<file path="src/rtl/key_event_queue_pkg.sv">
// Shared key encoding for the debounced-key path and the vending control FSM.
package key_event_queue_pkg;

    localparam int KEY_NUM = 4;
    localparam int KEY_CW  = 2;

    localparam logic [KEY_CW-1:0] KEY_COIN1  = 2'd0;
    localparam logic [KEY_CW-1:0] KEY_COIN5  = 2'd1;
    localparam logic [KEY_CW-1:0] KEY_SEL    = 2'd2;
    localparam logic [KEY_CW-1:0] KEY_CANCEL = 2'd3;

    // Index of the lowest set bit; lower keys win simultaneous presses.
    function automatic logic [KEY_CW-1:0] lowest_key(input logic [KEY_NUM-1:0] bits);
        lowest_key = '0;
        for (int i = KEY_NUM - 1; i >= 0; i--) begin
            if (bits[i]) lowest_key = KEY_CW'(i);
        end
    endfunction

    function automatic logic [KEY_CW:0] key_popcount(input logic [KEY_NUM-1:0] bits);
        key_popcount = '0;
        for (int i = 0; i < KEY_NUM; i++) begin
            key_popcount = key_popcount + {{KEY_CW{1'b0}}, bits[i]};
        end
    endfunction

endpackage

</file>
<file path="src/rtl/key_event_queue_key_fifo.sv">
// Small synchronous FIFO of key codes; the caller guarantees push/pop legality.
module key_fifo
    import key_event_queue_pkg::*;
#(
    parameter int DEPTH = 4,
    parameter int AW    = 2
) (
    input  logic              clk1k,
    input  logic              clr,
    input  logic              push,
    input  logic              pop,
    input  logic [KEY_CW-1:0] din,
    output logic [KEY_CW-1:0] head,
    output logic [AW:0]       count
);

    logic [KEY_CW-1:0] mem [DEPTH];
    logic [AW-1:0]     wr_ptr;
    logic [AW-1:0]     rd_ptr;

    // Storage is cleared too so the head code reads zero out of reset.
    always_ff @(posedge clk1k) begin
        if (!clr) begin
            wr_ptr <= '0;
            rd_ptr <= '0;
            count  <= '0;
            for (int i = 0; i < DEPTH; i++) mem[i] <= '0;
        end else begin
            if (push) begin
                mem[wr_ptr] <= din;
                wr_ptr      <= wr_ptr + 1'b1;
            end
            if (pop) rd_ptr <= rd_ptr + 1'b1;
            case ({push, pop})
                2'b10:   count <= count + 1'b1;
                2'b01:   count <= count - 1'b1;
                default: count <= count;
            endcase
        end
    end

    assign head = mem[rd_ptr];

endmodule

</file>
<file path="src/rtl/key_event_queue.sv">
// Serialises one-cycle key pulses into a queue of key codes with a valid/ready
// handshake; presses that cannot be held are flagged and counted.
module key_event_queue
    import key_event_queue_pkg::*;
#(
    parameter int DEPTH  = 4,
    parameter int AW     = 2,
    parameter int DROP_W = 8
) (
    input  logic              clk1k,
    input  logic              clr,
    input  logic [KEY_NUM-1:0] key_pulse,
    output logic              evt_valid,
    output logic [KEY_CW-1:0] evt_code,
    input  logic              evt_ready,
    output logic [AW:0]       evt_cnt,
    output logic              evt_ovf,
    input  logic              ovf_clr,
    output logic [DROP_W-1:0] drop_cnt
);

    logic [KEY_NUM-1:0] pending;
    logic [KEY_NUM-1:0] grant;
    logic [KEY_NUM-1:0] lost;
    logic [KEY_CW-1:0]  grant_idx;
    logic               push_ok;
    logic               push;
    logic               pop;
    logic [DROP_W:0]    drop_sum;

    assign evt_valid = (evt_cnt != '0);
    assign pop       = evt_valid && evt_ready;
    assign push_ok   = (evt_cnt < (AW+1)'(DEPTH)) || pop;
    assign grant_idx = lowest_key(pending);
    assign push      = push_ok && (pending != '0);
    assign grant     = push ? (KEY_NUM'(1) << grant_idx) : '0;
    // A repeat press on a key still waiting in pending has nowhere to go.
    assign lost      = key_pulse & pending & ~grant;

    always_comb begin
        drop_sum = (ovf_clr ? '0 : {1'b0, drop_cnt}) + (DROP_W+1)'(key_popcount(lost));
    end

    always_ff @(posedge clk1k) begin
        if (!clr) begin
            pending  <= '0;
            evt_ovf  <= 1'b0;
            drop_cnt <= '0;
        end else begin
            pending <= (pending & ~grant) | key_pulse;
            if (lost != '0) begin
                evt_ovf  <= 1'b1;
                drop_cnt <= drop_sum[DROP_W] ? '1 : drop_sum[DROP_W-1:0];
            end else if (ovf_clr) begin
                evt_ovf  <= 1'b0;
                drop_cnt <= '0;
            end
        end
    end

    key_fifo #(
        .DEPTH(DEPTH),
        .AW   (AW)
    ) u_fifo (
        .clk1k(clk1k),
        .clr  (clr),
        .push (push),
        .pop  (pop),
        .din  (grant_idx),
        .head (evt_code),
        .count(evt_cnt)
    );

endmodule

</file>
<file path="config.mk">
export PLATFORM = sky130hd
export DESIGN_NAME = key_event_queue
export DESIGN_NICKNAME = d
export VERILOG_FILES = /design/src/rtl/key_event_queue_pkg.sv /design/src/rtl/key_event_queue_key_fifo.sv /design/src/rtl/key_event_queue.sv
export SDC_FILE = /design/constraint.sdc
export NUM_CORES = 1
export LEC_CHECK = 0
export CAP_MARGIN = 20
export CORE_MARGIN = 2
export CORE_UTILIZATION = 30
export DETAILED_ROUTE_END_ITERATION = 12
export SETUP_SLACK_MARGIN = 0.15
export SYNTH_ARGS = -nofsm -noshare
export SYNTH_HDL_FRONTEND = slang
export SYNTH_SLANG_ARGS = --single-unit
</file>
<file path="constraint.sdc">
create_clock -name clk1k -period 3.2 [get_ports clk1k]
set_input_delay 0.64 -clock clk1k [delete_from_list [all_inputs] [get_ports clk1k]]
set_output_delay 0.64 -clock clk1k [all_outputs]
set_load 0.05 [all_outputs]
</file>
* Word level (Yosys, flattened, before mapping)
Memory sizes are Yosys's and may differ from the RTL's. A register that Yosys moved wholly into a read port is not among the register bits.
Index checks and enable logic that the tools add are counted.
** Word-level totals
- Register bits :: 20
- Memory bits (writable) :: 8
- Input bits :: 8
- Output and inout bits :: 15
- Word-level logic and storage cells :: 54
- Memories kept :: 1
** Operators by class
- $add $sub $neg :: 8
- Order comparisons :: 1
- Equality and inequality tests :: 2
- Shift-type cells :: 1
- Mux-type cells :: 21
- Bitwise logic cells :: 5
- Reduce and logical (&&, ||, !) cells :: 9
** Memories
- u_fifo.mem :: depth 4, width 2, rd ports 1, clocked after memory_dff 1, wr ports 4, RTL line key_event_queue_key_fifo.sv:17 : logic [KEY_CW-1:0] mem [DEPTH];
** Operator list (number)
- 8-bit 2-to-1 mux :: 4
- 2-bit 2-to-1 mux :: 8
- 4-bit AND :: 3
- 8-bit by 3-bit adder with 9-bit output :: 1
- 4-bit nonzero test :: 2
- 1-bit 2-to-1 mux :: 7
- 3-bit case mux with 2 select lines :: 1
- 2-bit by 1-bit adder with 2-bit output, second input constant :: 2
- 4-bit 2-to-1 mux :: 1
- 4-bit inverter :: 1
- 4-bit OR :: 1
- 2-bit nonzero test :: 2
- 1-bit by 2-bit left shift with 4-bit output, first input constant :: 1
- 2-bit by 1-bit adder with 3-bit output :: 1
- 3-bit by 1-bit adder with 3-bit output :: 1
- 3-bit by 1-bit adder with 3-bit output, second input constant :: 1
- 3-bit < comparator, second input constant :: 1
- 3-bit nonzero test :: 1
- 3-bit by 1-bit subtractor with 3-bit output, second input constant :: 1
- 1-bit by 1-bit adder with 2-bit output :: 1
- 2-bit by 1-bit == test with 1-bit output, second input constant :: 1
- 2-bit == test, second input constant :: 1
- 1-bit logical AND :: 2
- 2-bit OR reduction :: 1
- 1-bit logical OR :: 1

* Logic depth before layout (Yosys ltp)
- Depth after elaboration :: 14
- Mapped depth :: 13

* By module
Synthesis repeated with hierarchy kept, for this count alone.
** Unflattened totals
- Cells, all modules :: 160
- Area total of the unflattened synthesis :: 1585.3 µm²
** By module, submodules not included
- key_event_queue :: instances 1, cells each 100, area each 865.8 µm², seq. area each 260.2 µm²
- key_fifo :: instances 1, cells each 60, area each 719.4 µm², seq. area each 420.4 µm²

* Worst setup path after synthesis
Ideal clock, no wire load.
- Kind :: input to register
- Start :: input port evt_ready
- End :: register drop_cnt[0]
- Arrival :: 3.424 ns
- Required time :: 3.142 ns
- Slack :: -0.282 ns
- Stages on the path :: 13
- Path buffers :: 0
- Cells stage by stage :: and2b_4 or3_2 nor2_1 nor2_1 fa_1 inv_1 fa_1 inv_1 fa_1 nand4_1 or2_2 a21oi_1 o21a_1
** On the way
- Cells in the longest elaborated chain, start to end :: 12
- Elaborated cells between the ends (all ways) :: 14
- Classes of those cells :: add/sub (4); mux (3); bitwise (2); reduce/logical (5)
** RTL lines
- from (decl) :: RTL line key_event_queue.sv:15 : input logic evt_ready,
- 1-bit logical AND * :: RTL line key_event_queue.sv:32 : assign pop = evt_valid && evt_ready;
- 1-bit logical OR * :: RTL line key_event_queue.sv:33 : assign push_ok = (evt_cnt < (AW+1)'(DEPTH)) || pop;
- 1-bit logical AND * :: RTL line key_event_queue.sv:35 : assign push = push_ok && (pending != '0);
- 4-bit 2-to-1 mux * :: RTL line key_event_queue.sv:36 : assign grant = push ? (KEY_NUM'(1) << grant_idx) : '0;
- 4-bit inverter * :: RTL line key_event_queue.sv:38 : assign lost = key_pulse & pending & ~grant;
- 4-bit AND * :: RTL line key_event_queue.sv:38
- 1-bit by 1-bit adder with 2-bit output :: RTL line key_event_queue_pkg.sv:23 : key_popcount = key_popcount + {{KEY_CW{1'b0}}, bits[i]};
- 2-bit by 1-bit adder with 3-bit output :: RTL line key_event_queue_pkg.sv:23
- 3-bit by 1-bit adder with 3-bit output :: RTL line key_event_queue_pkg.sv:23
- 8-bit by 3-bit adder with 9-bit output :: RTL line key_event_queue.sv:41 : drop_sum = (ovf_clr ? '0 : {1'b0, drop_cnt}) + (DROP_W+1)'(key_popcount(lost));
- 8-bit 2-to-1 mux :: RTL line key_event_queue.sv:53 : drop_cnt <= drop_sum[DROP_W] ? '1 : drop_sum[DROP_W-1:0];
- 8-bit 2-to-1 mux :: RTL line key_event_queue.sv:51 : if (lost != '0) begin
- to (signal assigned) :: RTL line key_event_queue.sv:53
- to (decl) :: RTL line key_event_queue.sv:19 : output logic [DROP_W-1:0] drop_cnt
Every way passes the cells marked *; elsewhere a longest branch is shown, timed or not.
A chain may end at the register's enable or synchronous reset.

* Final worst setup path
- Start :: input port evt_ready
- End :: register drop_cnt[1]
Same word-level chain as after synthesis.

==> impl_results.md <==
- CP cell instances: buf_6 -> and2b_4 -> or3_4 -> nor2_4 -> nor2_2 -> fa_1 -> inv_2 -> fa_2 -> inv_2 -> fa_2 -> nand4_1 -> nor2_2 -> or3_1 -> o211a_1
- Overall routed net length: 3120 µm
- Area share of and/or/nand/nor cells after synthesis: 24.5%
- Number of flops mapped to enable cells by yosys: 8
- Max cap viols: 0
- Max IR drop VDD: 0.000287 V
- Net Count, Synth: 180
- Crit-path max FO: 4
- Die height: 77.0 µm
- Final slew viol count: 0
- Initial Utilization: 31.1%
- Run status: complete, no violations
- Gp weighted congestion: 0.813
- TritonCTS clock tree: built
- Pleak: 0.000795 µW
- Ports: 23
- # port buffers: 22
- DRT Pass-1 Iters: 4
- Fillers: 557
- F_max: 332 MHz
- Mean routed wirelength per cell: 11.3 µm
- Final hold slack: 482 ps
- Synth cell types: 45
- RSZ-0062 raised after global routing: true
- Global route overflow: 0
- Initial antenna violation count: 0
- Largest family of logic cells by synthesized area: simple AND/OR/NAND/NOR gates
- Clk sink count: 30
- Seq/Total Area, Yosys: 42.6%
- First-pass GRT wire length: 5580 µm
- Nets: 219
- CP required: 3380 ps
- #FFs+latches synth: 30
- Die ar.: 5930 µm²
- Syn Area/Cell: 9.68 µm²
- Hold Fails Final Rpt: 0
- Die width: 77.0 µm
- Via/cell ratio: 4.57
- Core Region: 5140 µm²
- Final setup viols: 0
- Rows: 26
- Tcrit/Tclk final: 94.0%
- Highest routed layer: met4
- Post-synthesis compound-gate area fraction: 14.5%
- Met3 Wirelength: 83 µm
- Crit path kind: in -> reg
- CP Launch Type: input port
- Mux contribution to synthesized area: 2.82%
- Vias in the first global route: 1175
- Synth Instances: 165
- Hold Path Class: reg -> reg
- Synth Area in Adders: 7.36%
- Root Buffer Master: clkbuf_8
- Max_slew headroom: 54.7%
- Main synth FF type: dfxtp_1
- Largest net degree at the start of global routing: 20
- ANT cells: 0
- Crit end category: register
- Xor-xnor portion of the synthesized cell area: 3.29%
- TritonCTS Buffers: 5
- Max Clock Skew: 5.98 ps
- 1st-iter DRT viols: 68
- Multi-input gate area: 887 µm²
- Via count: 1257
- Met2 WL: 1470 µm
- WL met1: 1530 µm
- Area grow syn2layout: 33.1%
- Crit path time final: 3010 ps
- Longest Clk Path Bufs: 2
- Crit path arrival time: 3180 ps
- Hold Buf Count CTS: 0
- Worst-Margin Slew: 673 ps
- Async set or reset register ratio after synthesis: 0%
- CTS H-tree depth: 2
- Antenna Nets Post-Route: 0
- Syn. warnings: 0
- Mapped Area: 1600 µm²
- Total design power: 1270 µW
- DRC: 0
- GR Util All Layers: 11.4%
- CP max stage delay: 440 ps
- CP max-delay cell: fa_1
- Register area: 681 µm²
- Clk Latency, worst-skew pair: 280 ps
- Clk slew on worst S/H paths: 70 ps
- Layout cells sized above 1: 24.4%
- Hpwl dp: 2320 µm
- Power Dens Cells: 599 nW/µm²
-- report_power, final --
group | switching (µW) | internal (µW) | total (µW)
sequential | 50.1 | 455 | 505
combinational | 269 | 207 | 476
clock | 145 | 149 | 294
total | 464 | 811 | 1270
-- cell families after synthesis --
group	Yosys count
compound gates	32
xor+xnor	6
fa+ha+maj	7
buf+inv	19
flops	30
mux	2
simple gates	69
-- per-layer routing --
| metal | track usage, % | up-vias |
|---|---|---|
| li1 | - | 649 |
| met1 | 15.1 | 587 |
| met2 | 18.1 | 19 |
| met3 | 2.47 | 2 |
| met4 | 4.82 | 0 |
| met5 | 0 | - |
-- critical path, delay by kind of cell --
| family | cells | cell delay, ps |
|---|---|---|
| AO/OA/AOI/OAI | 1 | 130 |
| adder cells (fa/ha/maj) | 3 | 970 |
| buffers and inverters | 3 | 170 |
| AND/OR/NAND/NOR | 7 | 1270 |
-- final cells by class --
class                           instances  area share [%]
Clock buffer                            5            3.24
Clock inverter                          3           0.765
Inverter                               14            2.47
Multi-Input combinational cell        116            41.7
Sequential cell                        30            32.0
Tap cell                               70            4.12
Timing Repair Buffer                   37            15.7
-- flip-flops by register name, indices dropped and copies added (netlist names), named ones only --
register       flops
drop_cnt           8
u_fifo.rd_ptr      2
pending            4
evt_ovf            1
u_fifo.mem         8
u_fifo.count       3
u_fifo.wr_ptr      2
-- worst paths after layout --
kind	startpoint	slack, ps	endpoint	cells past startpoint
worst max-delay path	evt_ready	190	drop_cnt[1]$_SDFFE_PN0P_	14
worst min-delay path	evt_ovf$_SDFFE_PN0P_	480	evt_ovf$_SDFFE_PN0P_	2
worst max register to register	u_fifo.count[2]$_SDFFE_PN0P_	280	drop_cnt[1]$_SDFFE_PN0P_	13
worst min register to register	evt_ovf$_SDFFE_PN0P_	480	evt_ovf$_SDFFE_PN0P_	2
-- cell usage after synthesis, drive strengths merged, types with 3 or more instances --
cell    count  area, µm²
clkbuf      4       15.0
or3         5       33.8
nand4       3       18.8
a21oi       7       35.0
fa          4       80.1
nand2b      5       31.3
and3        3       20.0
xnor2       4       35.0
or2         3       18.8
a21boi      3       22.5
o21ai       8       40.0
nor2b       8       52.6
nor3        4       25.0
inv        14       52.6
and2        9       57.6
nand2      11       41.3
edfxtp      8        240
o31ai       3       22.5
dfxtp      22        440
ha          3       37.5
nor2       13       51.3
-- metrics by stage --
stage | setup TNS, ps | std cells | utilization, % | setup WS, ps | cell area (µm²)
after global placement | -3600 | 264 | 38.7 | -542 | 1990
final | 0 | 275 | 41.4 | 192 | 2130
after floorplan | -13.0 | 165 | - | -13.0 | 1620
after detailed placement | -3780 | 264 | 38.7 | -548 | 1990
after global routing | 0 | 275 | 41.4 | 77.7 | 2130
after CTS | 0 | 275 | 41.3 | 54.3 | 2120
-- cells in the final DEF, fill, tap and decap left out, types with 4 or more instances in the layout --
master	instances
inv_1	12
nor2_1	9
a21oi_1	6
nand2_1	11
and2_1	8
buf_4	15
dfxtp_1	22
nand2b_1	5
nor2b_1	7
edfxtp_1	8
xnor2_1	4
o21ai_0	8
clkbuf_8	5
clkdlybuf4s50_1	21
-- timing repair --
item | CTS | global route
setup buffers | 3 | 0
gates resized for setup | 11 | 1
endpoints found under the setup margin | 8 | 7
pin swaps | 13 | 9
No activity file was read; power rests on OpenSTA's default activity.
